===== src/rtl/pio_in_irq_deb.sv =====
// pio_in_irq_deb: Avalon-MM input PIO with sync, debounce, edge capture and masked IRQ; PIO_IN_RAW_READ_EN exposes raw sync at address 1
module pio_in_irq_deb #(
  parameter int WIDTH = 6,
  parameter int SYNC_STAGES = 2,
  parameter int DEBOUNCE_CYCLES = 0,
  parameter int EDGE_TYPE = 0
) (
  input  logic             clk,
  input  logic             reset_n,
  input  logic [1:0]       address,
  input  logic             chipselect,
  input  logic             write_n,
  input  logic [31:0]      writedata,
  input  logic [WIDTH-1:0] in_port,
  output logic [31:0]      readdata,
  output logic             irq
);
  logic [SYNC_STAGES-1:0][WIDTH-1:0] sync_q;
  logic [WIDTH-1:0] sync, filtered, prev, edge_det, edge_capture, irq_mask, clr;
  logic [31:0] raw, rdata_nxt;
  logic wr, unused;
  assign unused = ^writedata;
  assign sync = sync_q[SYNC_STAGES-1];
  always_ff @(posedge clk or negedge reset_n)
    if (!reset_n) sync_q <= '0;
    else sync_q <= {sync_q[SYNC_STAGES-2:0], in_port};
  if (DEBOUNCE_CYCLES == 0) begin : g_nodeb
    assign filtered = sync;
  end else begin : g_deb
    localparam int CW = $clog2(DEBOUNCE_CYCLES + 1);
    for (genvar i = 0; i < WIDTH; i++) begin : g_ch
      logic [CW-1:0] cnt;
      logic filt;
      always_ff @(posedge clk or negedge reset_n)
        if (!reset_n) begin
          cnt <= '0;
          filt <= 1'b0;
        end else if (sync[i] == filt) cnt <= '0;
        else if (cnt == CW'(DEBOUNCE_CYCLES - 1)) begin
          filt <= sync[i];
          cnt <= '0;
        end else cnt <= cnt + CW'(1);
      assign filtered[i] = filt;
    end
  end
  assign edge_det = EDGE_TYPE == 0 ? filtered & ~prev :
                    EDGE_TYPE == 1 ? ~filtered & prev : filtered ^ prev;
  assign wr = chipselect && !write_n;
  assign clr = (wr && address == 2'd3) ? writedata[WIDTH-1:0] : '0;
`ifdef PIO_IN_RAW_READ_EN
  assign raw = 32'(sync);
`else
  assign raw = '0;
`endif
  always_comb
    rdata_nxt = address == 2'd0 ? 32'(filtered) :
                address == 2'd1 ? raw :
                address == 2'd2 ? 32'(irq_mask) : 32'(edge_capture);
  always_ff @(posedge clk or negedge reset_n)
    if (!reset_n) begin
      prev <= '0;
      edge_capture <= '0;
      irq_mask <= '0;
      readdata <= '0;
      irq <= 1'b0;
    end else begin
      prev <= filtered;
      edge_capture <= (edge_capture & ~clr) | edge_det;
      if (wr && address == 2'd2) irq_mask <= writedata[WIDTH-1:0];
      readdata <= rdata_nxt;
      irq <= |(edge_capture & irq_mask);
    end
endmodule


===== config.mk =====
export PLATFORM = sky130hd
export DESIGN_NAME = pio_in_irq_deb
export DESIGN_NICKNAME = d
export VERILOG_FILES = /design/src/rtl/pio_in_irq_deb.sv
export SDC_FILE = /design/constraint.sdc
export NUM_CORES = 1
export LEC_CHECK = 0
export ABC_AREA = 1
export CAP_MARGIN = 20
export CORE_ASPECT_RATIO = 1.4
export CORE_MARGIN = 10
export CORE_UTILIZATION = 39
export CTS_CLUSTER_SIZE = 28
export DETAILED_ROUTE_END_ITERATION = 12
export GPL_ROUTABILITY_DRIVEN = 0
export PLACE_DENSITY = 0.82
export SLEW_MARGIN = 0
export SYNTH_ARGS = -nofsm -noshare
export SYNTH_HDL_FRONTEND = slang
export SYNTH_SLANG_ARGS = --single-unit

===== constraint.sdc =====
create_clock -name clk -period 0.8 [get_ports clk]
set_input_delay 0.08 -clock clk [delete_from_list [all_inputs] [get_ports clk]]
set_output_delay 0.08 -clock clk [all_outputs]
set_load 0.005 [all_outputs]

# After elaboration in Yosys (flattened, before gate mapping)
# Index checks and enable logic that the tools add are counted.
[op_classes]
n_addsub = 0
n_mul = 0
n_div = 0
n_lt_le_gt_ge = 0
eq_ne = 3
n_shift = 0
muxes = 4
bitwise_logic = 6
reduce_logical = 6
[op_table]
columns = ["cell", "n"]
rows = [
  ["6-bit 2-to-1 mux", 4],
  ["6-bit AND", 3],
  ["6-bit inverter", 2],
  ["6-bit bitwise OR", 1],
  ["6-bit OR reduction", 1],
  ["2-bit == test (second input constant)", 2],
  ["1-bit logical AND", 3],
  ["2-bit by 1-bit == test with 1-bit output (second input constant)", 1],
  ["2-bit logical NOT", 1],
  ["1-bit logical NOT", 1],
]
[totals]
regBits = 37
latchBits = 0
ramBits = 0
rom_bits = 0
input_bits = 44
out_inout_bits = 33
elab_cells = 26
n_memories = 0

# Longest topological paths before layout
# Gate-level depths: netlist (run 1).
[logic_depth]
depth_word = 7
ltp_mapped = 6
depth_no_buf = 5

# Worst setup path before layout (run 1)
# No wires, ideal clock.
[synth_timing]
path_type = "register to register"
start = "register edge_capture[5]"
end = "register irq"
arrival_time_ps = 621
t_required_ps = 679
setup_slack_ps = 58
path_stages_with_launch = 5
synth_period_minus_slack_ps = 742
path_cell_list = "dfrtp_1 > nand2_1 > nand2_1 > a21oi_1 > nand2_1"
[synth_between]
elab_chain_cells = 2
[synth_lines]
columns = ["element", "line", "rtl"]
rows = [
  ["start, declared", "19", "logic [WIDTH-1:0] sync, filtered, prev, edge_det, edge_capture, irq_mask, clr;"],
  ["start signal, assigned", "68", "edge_capture <= (edge_capture & ~clr) | edge_det;"],
  ["6-bit AND", "71", "irq <= |(edge_capture & irq_mask);"],
  ["6-bit OR reduction", "71", ""],
  ["end signal, assigned", "71", ""],
  ["end, declared", "16", "output logic irq"],
]
# No other way between the ends.
# A chain may end at the register's enable or synchronous reset.

# Worst setup path after layout (run 1)
[layout_timing]
start = "register readdata[0]"
end = "output readdata[0]"
[layout_rtl]
columns = ["element", "line", "rtl"]
rows = [
  ["start, declared", "15", "output logic [31:0] readdata,"],
  ["start signal, assigned", "70", "readdata <= rdata_nxt;"],
]
# No word-level cell between the ends.

==> reports/qor.tcl, run 1 <==
set qor(outcome) {finished, violations left}
set qor(failed_checks) {negative setup slack}
set qor(globalRoute.totalOverflow) 0
set qor(critical_path_arrival_ps) 800
set qor(timing.critical_path.buf_inv) 1
set qor(drt_first_pass_iters) 4
set qor(grt_usage) 0.0912
set qor(rsz0062_at_grt) {true}
set qor(family_of_cells_with_the_greatest_summed_delay_on_the_critical_path) {flip-flops}
set qor(die-area_um2) 6850
set qor(hold_path_class) {primary input to async pin}
set qor(postCtsHoldBufs) 0
set qor(timing.final.max_slew_violations) 0
set qor(floorplan.initialDensity) 0.411
set qor(initial_antenna_violation_count) 0
set qor(reg2reg_from) {irq_mask[4]}
set qor(ys_seq_elements) 37
set qor(post_synthesis_cell_count) 156
set qor(placedCellCount) 228
set qor(core-area_um2) 3710
set qor(drc) 0
set qor(cts_tree) {built}
set qor(clkSinkCount) 37
set qor(syn_to_final_growth_pct) 26.3
set qor(synth_area_leader) {dfrtp_1}
set qor(grt_pass1_vias) 1125
set qor(cpPeakStageDelay_ps) 380
set qor(h-tree-depth) 2
set qor(critPathRequiredTime_ps) 720
set qor(timing.final.crit_period_ps) 880
set qor(placed_cell_area_um2) 1770
set qor(io_buffer_count) 24
set qor(worst-r2r-cell-count) 4
set qor(p_int_w) 0.00324
set qor(worstSkewPairLatency_ps) 300
set qor(tritoncts.num_buffers) 5
set qor(wl_per_cell_um) 12.4
set qor(yosys.area.top_type_share) 0.607
set qor(sequentialPowerShare) 0.496
set qor(post_synth.cell_area_avg_um2) 9.78
set qor(row_count) 26
set qor(clock_root_buffer) {clkbuf_8}
set qor(critPathKind) {flop to output pin}
set qor(dp_hpwl_um) 2150
set qor(p_clk_frac) 0.374
set qor(diodes) 0
set qor(worst_setup_path_start_kind) {flop}
set qor(final_critical_path_setup_slack_ps) -79.5
set qor(setup_violations) 8
set qor(route.detailed.vias_per_inst) 4.43
set qor(final_hold_viol_count) 0
set qor(worst_setup_hold_path_clk_slew_ps) 80
set qor(fin_area_um2) 1930
set qor(worst_clock_skew_ps) 8.83
set qor(netlist-cell-type-count) 11
set qor(peak_supply_drop_mv) 1.36
set qor(post-route-period-util) 1.10
set qor(total_leakage_power_nw) 1.00
set qor(power.switching_fraction) 0.245
set qor(clock_tree.buffer_depth) 2
set qor(first_iter_violations) 60
set qor(post-route-util) 0.519
set qor(die-height_um) 94.0
set qor(reg2reg_slack_ps) -10
set qor(f_max_mhz) 1140
set qor(grt_max_degree) 38
set qor(r2r_end) {irq}
set qor(powerDensity_nw_per_um2) 2230
set qor(cpMaxStageDelayCell) {dfrtp_1}
set qor(p_comb_frac) 0.130
set qor(layout.nets) 239
set qor(global_route_wire_length_before_repair_um) 4900
set qor(num_vias) 1055
set qor(post-layout-total-power_w) 0.00429
set qor(routed_wl_um) 2950
set qor(antenna_violating_nets_remaining) 0
set qor(path_cells) {buf_2}
set qor(maxCapViolations) 0
set qor(filler_cell_count) 344
set qor(synth_warnings) 0
set qor(number_of_primary_i_o_pins) 77
set qor(ys_seq_area_frac) 0.607
set qor(fraction_of_final_layout_cells_sized_beyond_drive_strength_1) 0.194
set qor(synth_area_um2) 1530
set qor(crit_path_max_fanout) 1
set qor(net-switching-power_w) 0.00105
set qor(final_cells) 238
set qor(synth_top_cells_by_area) {dfrtp_1, nand2_1, buf_4, nand3_1, inv_1}
set qor(die_span_in_x_um) 72.9
set qor(setup.worst_path.end_class) {output pin}
[power by group through the flow]
stage               registers, W  clock network, W  logic [W]
global route             0.00214           0.00172   0.000644
floorplan                0.00215                 0   0.000314
global placement         0.00215                 0   0.000529
detailed placement       0.00216                 0   0.000540
CTS                      0.00212           0.00165   0.000516
finish                   0.00213           0.00160   0.000558
[synthesized netlist by cell type]
master,instances
a21oi_1,2
buf_4,26
buf_6,2
clkbuf_8,1
conb_1,1
dfrtp_1,37
inv_1,9
nand2_1,57
nand3_1,18
nor2_1,1
nor2_2,2
[cell type report]
cell class | instances | area (µm²) | area share
multi-input combinational | 106 | 473 | 0.246
clock buffer | 5 | 68.8 | 0.0357
sequential | 37 | 926 | 0.481
timing repair buffer | 36 | 325 | 0.169
tap | 42 | 52.6 | 0.0273
inverter | 9 | 33.8 | 0.0175
clock inverter | 3 | 46.3 | 0.0240
[cells by family after synthesis]
logic type             after synthesis  synth area share
and+or+nand+nor                     78             0.210
buffers and inverters               38             0.174
DFF                                 37             0.607
AOI/OAI and AO/OA                    2           0.00656
other                                1           0.00246
[sequential cells by signal, indices dropped and copies added (netlist names)]
register      flops
edge_capture      6
filtered          6
irq               1
irq_mask          6
prev              6
readdata          6
sync_q            6
[per-layer routing]
metal | vias to the layer above | wire (µm) | track usage
met3 | 7 | 258 | 0.0455
met2 | 49 | 1320 | 0.135
met4 | 0 | 70 | 0.0540
met1 | 495 | 1300 | 0.103
li1 | 504 | - | -
met5 | - | 0 | 0
[placed cells by master, fill, tap and decap left out, drive strengths merged]
| master | Yosys | routed |
|---|---|---|
| a21oi | 2 | 2 |
| nand2 | 57 | 57 |
| dlygate4sd2 | 0 | 3 |
| clkinv | 0 | 1 |
| clkbuf | 1 | 5 |
| dlymetal6s2s | 0 | 1 |
| nand3 | 18 | 18 |
| nor2 | 3 | 3 |
| dfrtp | 37 | 37 |
| clkinvlp | 0 | 1 |
| buf | 28 | 19 |
| clkdlybuf4s50 | 0 | 13 |
| conb | 1 | 26 |
| inv | 9 | 9 |
| bufinv | 0 | 1 |
[how the worst max path moves through the flow]
stage	startpoint	end	slack, ps	cells after the start
6_report	readdata[0]	readdata[0]	-80	1
5_1_grt	readdata[0]	readdata[0]	-120	1
4_1_cts	readdata[0]	readdata[0]	-90	1
3_5_place_dp	address[0]	readdata[2]	-420	4
3_3_place_gp	address[1]	irq_mask[4]	-370	6
2_1_floorplan	edge_capture[5]	irq	60	4
[per-stage QoR]
| stage | hold WS (ps) | setup WS (ps) | TNS [ps] |
|---|---|---|---|
| after floorplan | -216 | 58.4 | 0 |
| after global placement | 332 | -371 | -7170 |
| after detailed placement | 335 | -421 | -7710 |
| after CTS | 154 | -92.4 | -512 |
| after global routing | 176 | -117 | -734 |
| final | 156 | -79.5 | -407 |
[repair_timing]
action,CTS,global route
endpoints found under the setup margin,26,15
gates resized for setup,39,11
pin swaps,3,5
setup buffers,1,1
No activity file was read; power rests on OpenSTA's default activity.
==> run 2: changes to the inputs <==
--- a/config.mk
+++ b/config.mk
@@ -9,12 +9,13 @@
 export CAP_MARGIN = 20
 export CORE_ASPECT_RATIO = 1.4
 export CORE_MARGIN = 10
-export CORE_UTILIZATION = 39
+export CORE_UTILIZATION = 42
 export CTS_CLUSTER_SIZE = 28
 export DETAILED_ROUTE_END_ITERATION = 12
 export GPL_ROUTABILITY_DRIVEN = 0
-export PLACE_DENSITY = 0.82
-export SLEW_MARGIN = 0
+export PLACE_DENSITY = 0.87
+export SETUP_SLACK_MARGIN = 0.5
+export SLEW_MARGIN = 5
 export SYNTH_ARGS = -nofsm -noshare
 export SYNTH_HDL_FRONTEND = slang
 export SYNTH_SLANG_ARGS = --single-unit
==> constraint.sdc (replaced) <==
create_clock -name clk -period 1.05 [get_ports clk]
set_input_delay 0.105 -clock clk [delete_from_list [all_inputs] [get_ports clk]]
set_output_delay 0.105 -clock clk [all_outputs]
set_load 0.005 [all_outputs]
==> run 2 against run 1 <==
The run now ends clean; largest power group unchanged; sequential cell count unchanged; clock skew down 0.76 ps; register-to-register slack better by 210 ps; critical path depth unchanged; largest cell class unchanged; final area up 6.5%; highest routed layer unchanged; total power down 25%.
==> reports/qor.tcl, run 2 (synthesized netlist as in run 1, its figures left out) <==
set qor(outcome) {finished clean}
set qor(clock_tree.buffer_depth) 2
set qor(hold-worst-slack_ps) 178
set qor(r2r_end) {irq}
set qor(critical_path_cell_count) 1
set qor(diodes) 0
set qor(die_span_in_x_um) 70.9
set qor(syn_to_final_growth_pct) 34.5
set qor(maxCapViolations) 0
set qor(core-area_um2) 3440
set qor(top_usage_layer) {met2}
set qor(setup_violations) 0
set qor(family_of_cells_with_the_greatest_summed_delay_on_the_critical_path) {flip-flops}
set qor(critPathKind) {flop to output pin}
set qor(globalRoute.totalOverflow) 0
set qor(layout.nets) 242
set qor(global_route_wire_length_before_repair_um) 5780
set qor(h-tree-depth) 2
set qor(total_leakage_power_nw) 1.05
set qor(crit_path_max_fanout) 1
set qor(placed_cell_area_um2) 1840
set qor(clock_root_buffer) {clkbuf_8}
set qor(mostFrequentLayoutCell) {nand2_1}
set qor(final_hold_viol_count) 0
set qor(hold_path_class) {primary input to async pin}
set qor(routed_wl_um) 3470
set qor(grt_max_degree) 38
set qor(route.detailed.vias_per_inst) 4.63
set qor(path_cells) {buf_2}
set qor(mostFrequentLayoutCells) {nand2_1, dfrtp_1, conb_1}
set qor(grt_usage) 0.109
set qor(peak_supply_drop_mv) 1.10
set qor(worst_setup_hold_path_clk_slew_ps) 70
set qor(dp_hpwl_um) 2310
set qor(worstSkewPairLatency_ps) 290
set qor(rsz0062_at_grt) {true}
set qor(worst_clock_skew_ps) 8.07
set qor(timing.final.crit_period_ps) 879
set qor(num_vias) 1107
set qor(row_count) 25
set qor(critPathRequiredTime_ps) 940
set qor(reg2reg_slack_ps) 200
set qor(setup.worst_path.end_class) {output pin}
set qor(initial_antenna_violation_count) 0
set qor(post-route-period-util) 0.837
set qor(cpMaxStageDelayCell) {dfrtp_1}
set qor(timing.critical_path.to) {irq}
set qor(post-route-util) 0.596
set qor(reg2reg_from) {irq_mask[4]}
set qor(worst-r2r-cell-count) 4
set qor(fraction_of_final_layout_cells_sized_beyond_drive_strength_1) 0.302
set qor(drc) 0
set qor(antenna_violating_nets_remaining) 0
set qor(drt_first_pass_iters) 4
set qor(groute.layer.met1.usage) 0.102
set qor(first_iter_violations) 54
set qor(timing.final.max_slew_violations) 0
set qor(timing.critical_path.buf_inv) 1
set qor(cpPeakStageDelay_ps) 370
set qor(die-height_um) 91.3
set qor(worst_setup_path_startpoint) {irq}
set qor(critical_path_arrival_ps) 770
set qor(floorplan.initialDensity) 0.443
set qor(clkSinkCount) 37
set qor(f_max_mhz) 1140
set qor(wl_per_cell_um) 14.5
set qor(grt_pass1_vias) 1292
set qor(number_of_primary_i_o_pins) 77
set qor(powerDensity_nw_per_um2) 1560
set qor(io_buffer_count) 24
set qor(cts_tree) {built}
set qor(postCtsHoldBufs) 0
set qor(fin_area_um2) 2050
set qor(grt.met3_usage) 0.0447
set qor(grt.met2_usage) 0.204
set qor(tritoncts.num_buffers) 5
set qor(die-area_um2) 6480
set qor(worst_setup_path_start_kind) {flop}
==> run 2: cell count changes in the layout (fill, tap and decap cells not counted), sizes merged <==
| cell | change |
|---|---|
| dlygate4sd2 | +1 |
| buf | +7 |
| bufinv | -1 |
| clkinvlp | -1 |
| clkdlybuf4s50 | -5 |
| clkbuf | +2 |
==> run 2: worst min-delay path by stage <==
stage | startpoint | to | slack [ps] | cells after the start
5_1_grt | writedata[2] | irq_mask[2] | 190 | 3
3_5_place_dp | sync_q[0] | filtered[0] | 340 | 0
3_3_place_gp | sync_q[5] | filtered[5] | 330 | 0
4_1_cts | address[0] | readdata[1] | 160 | 4
6_report | reset_n | prev[3] | 180 | 2
2_1_floorplan | reset_n | edge_capture[0] | -190 | 0
==> run 2: where the power goes <==
part	internal (W)	leakage (nW)	switching (W)
clock network	0.000592	0.0542	0.000467
logic	0.000250	0.574	0.000274
registers	0.00155	0.424	0.0000739
total	0.00239	1.05	0.000816
==> run 2: metal layers <==
metal | wire length, µm | vias up
met3 | 204 | 8
met4 | 49 | 0
li1 | - | 510
met1 | 1330 | 538
met5 | 0 | -
met2 | 1890 | 51
==> run 2: stage by stage <==
step	std cells	TNS (ps)	setup WS (ps)	total power [W]
after floorplan	181	0	308	0.00189
after global placement	223	-4330	-270	0.00205
after detailed placement	223	-4700	-305	0.00208
after CTS	238	0	155	0.00319
after global routing	239	0	135	0.00339
final	239	0	171	0.00321
==> run 2: final cells by class <==
| class | instances | area (µm²) |
|---|---|---|
| fillers | 273 | 1390 |
| clock buffers | 7 | 96.3 |
| inverters | 9 | 46.3 |
| clock inverters | 1 | 5.00 |
| well taps | 40 | 50.0 |
| flip-flops and latches | 37 | 926 |
| multi-input cells | 106 | 538 |
| repair buffers | 39 | 389 |
==> run 2: timing repair <==
action / in CTS / in global routing
buffers inserted: 6 / 1
setup endpoints to repair: 26 / 26
gates cloned: 1 / 0
gates resized for setup: 59 / 15
pin swaps: 23 / 13
==> run 3: changes to the inputs <==
--- a/config.mk
+++ b/config.mk
@@ -9,11 +9,11 @@
 export CAP_MARGIN = 20
 export CORE_ASPECT_RATIO = 1.4
 export CORE_MARGIN = 10
-export CORE_UTILIZATION = 42
+export CORE_UTILIZATION = 39
 export CTS_CLUSTER_SIZE = 28
 export DETAILED_ROUTE_END_ITERATION = 12
 export GPL_ROUTABILITY_DRIVEN = 0
-export PLACE_DENSITY = 0.87
+export PLACE_DENSITY = 0.82
 export SETUP_SLACK_MARGIN = 0.5
 export SLEW_MARGIN = 5
 export SYNTH_ARGS = -nofsm -noshare
==> constraint.sdc (replaced) <==
create_clock -name clk -period 0.84 [get_ports clk]
set_input_delay 0.084 -clock clk [delete_from_list [all_inputs] [get_ports clk]]
set_output_delay 0.084 -clock clk [all_outputs]
set_load 0.005 [all_outputs]
==> run 3 against run 2 <==
The run now ends with negative setup slack left; combinational power up 34%; clock power up 71%; wire length up 3.2%; worst setup slack worse by 190 ps; count of clock-buffer cells in the layout down 2; clock skew down 1.9 ps; cell count up 2.5%; critical path depth unchanged; global-route usage up 0.41 points; register-to-register slack worse by 180 ps; sequential power up 25%; critical path type unchanged; critical endpoint is now readdata[2].
==> reports/qor.tcl, run 3 (synthesized netlist as in run 1, its figures left out) <==
set qor(path_cells) {buf_2}
set qor(timing.critical_path.buf_inv) 1
set qor(tritoncts.num_buffers) 5
set qor(worstSkewPairLatency_ps) 290
set qor(peak_supply_drop_mv) 1.44
set qor(globalRoute.totalOverflow) 0
set qor(grt_usage) 0.114
set qor(p_clk_frac) 0.398
set qor(core-area_um2) 3710
set qor(critPathRequiredTime_ps) 760
set qor(row_count) 26
set qor(first_iter_violations) 33
set qor(critical_path_arrival_ps) 780
set qor(antenna_violating_nets_remaining) 0
set qor(h-tree-depth) 2
set qor(timing.final.max_slew_violations) 0
set qor(die-area_um2) 6850
set qor(reg2reg_from) {irq_mask[4]}
set qor(hold-worst-slack_ps) 9.65
set qor(critical_path_cell_count) 1
set qor(worst_setup_path_start_kind) {flop}
set qor(setup_violations) 7
set qor(final_cells) 245
set qor(drt_first_pass_iters) 4
set qor(rsz0062_at_grt) {true}
set qor(worst-r2r-cell-count) 4
set qor(initial_antenna_violation_count) 0
set qor(worst_setup_path_startpoint) {readdata[2]}
set qor(worst_setup_hold_path_clk_slew_ps) 80
set qor(timing.critical_path.to) {readdata[2]}
set qor(total_leakage_power_nw) 1.11
set qor(family_of_cells_with_the_greatest_summed_delay_on_the_critical_path) {flip-flops}
set qor(crit_path_max_fanout) 1
set qor(p_comb_frac) 0.155
set qor(grt_max_degree) 20
set qor(die_span_in_x_um) 72.9
set qor(f_max_mhz) 1160
set qor(maxCapViolations) 0
set qor(io_buffer_count) 24
set qor(global_route_wire_length_before_repair_um) 6110
set qor(clkSinkCount) 37
set qor(final_critical_path_setup_slack_ps) -20.4
set qor(layout.nets) 246
set qor(reg2reg_slack_ps) 20
set qor(clock_tree.buffer_depth) 2
set qor(wl_per_cell_um) 14.6
set qor(post-route-period-util) 1.02
set qor(routed_wl_um) 3580
set qor(die-height_um) 94.0
set qor(hold_path_class) {primary input to async pin}
set qor(critPathKind) {flop to output pin}
set qor(powerDensity_nw_per_um2) 2060
set qor(outcome) {finished, violations left}
set qor(clock_root_buffer) {clkbuf_8}
set qor(final_hold_viol_count) 0
set qor(worst_clock_skew_ps) 6.17
set qor(mostFrequentLayoutCell) {nand2_1}
set qor(syn_to_final_growth_pct) 44.6
set qor(net-switching-power_w) 0.00107
set qor(num_vias) 1113
set qor(dp_hpwl_um) 2220
set qor(r2r_end) {irq}
set qor(cpPeakStageDelay_ps) 360
set qor(failed_checks) {negative setup slack}
set qor(sequentialPowerShare) 0.447
set qor(cts_tree) {built}
set qor(cpMaxStageDelayCell) {dfrtp_1}
set qor(route.detailed.vias_per_inst) 4.54
set qor(p_int_w) 0.00346
set qor(floorplan.initialDensity) 0.411
set qor(fraction_of_final_layout_cells_sized_beyond_drive_strength_1) 0.384
set qor(number_of_primary_i_o_pins) 77
set qor(placedCellCount) 226
set qor(drc) 0
set qor(power.switching_fraction) 0.237
set qor(grt_pass1_vias) 1333
set qor(diodes) 0
set qor(setup.worst_path.end_class) {output pin}
set qor(timing.final.crit_period_ps) 860
set qor(mostFrequentLayoutCells) {nand2_1, dfrtp_1, conb_1}
set qor(finalSetupTns_ps) -95.0
run 3: cell count changes in the layout (fill, tap and decap cells not counted), sizes merged, moves of 2 or more:
cell | previous run | this run
clkdlybuf4s50 | 8 | 12
dlygate4sd2 | 4 | 1
bufinv | 0 | 2
buf | 26 | 28
run 3: power groups by stage:
| stage | Sequential (W) | Clock [W] | Combinational, W |
|---|---|---|---|
| floorplan | 0.00204 | 0 | 0.000317 |
| detailed placement | 0.00206 | 0 | 0.000543 |
| finish | 0.00202 | 0.00181 | 0.000703 |
| CTS | 0.00202 | 0.00185 | 0.000637 |
| global placement | 0.00205 | 0 | 0.000529 |
| global route | 0.00205 | 0.00194 | 0.000782 |
run 3: worst min path at each step:
stage	to	slack [ps]	cells past startpoint
2_1_floorplan	edge_capture[0]	-210	0
3_3_place_gp	filtered[0]	330	0
3_5_place_dp	filtered[0]	340	0
4_1_cts	edge_capture[1]	10	2
5_1_grt	filtered[2]	6	2
6_report	prev[1]	10	2
run 3: layer usage:
layer | global-route usage | up-vias | share of wire
met4 | 0.0619 | 0 | 0.017
met3 | 0.0402 | 5 | 0.059
met2 | 0.186 | 44 | 0.53
li1 | - | 519 | -
met1 | 0.124 | 545 | 0.40
met5 | 0 | - | 0
run 3: cell type report:
class | instances | area, µm²
fillers | 306 | 1500
flip-flops and latches | 37 | 926
multi-input cells | 106 | 594
repair buffers | 43 | 458
clock buffers | 5 | 68.8
clock inverters | 3 | 65.1
well taps | 42 | 52.6
inverters | 9 | 41.3
run 3: metrics by stage:
step / power [W] / cell area (µm²) / util / setup slack (ps)
after floorplan: 0.00236 / 1690 / - / 98.4
after global placement: 0.00257 / 1860 / 0.502 / -454
after detailed placement: 0.00260 / 1860 / 0.502 / -470
after CTS: 0.00451 / 2130 / 0.574 / -38.7
after global routing: 0.00477 / 2210 / 0.595 / -58.3
final: 0.00453 / 2210 / 0.595 / -20.4
run 3: timing repair:
item,4_1_cts,5_1_grt
buffers inserted,6,3
hold buffers,0,0
setup endpoints to repair,75,38
pin swaps,16,16
gates resized for setup,64,18
gates cloned,2,0
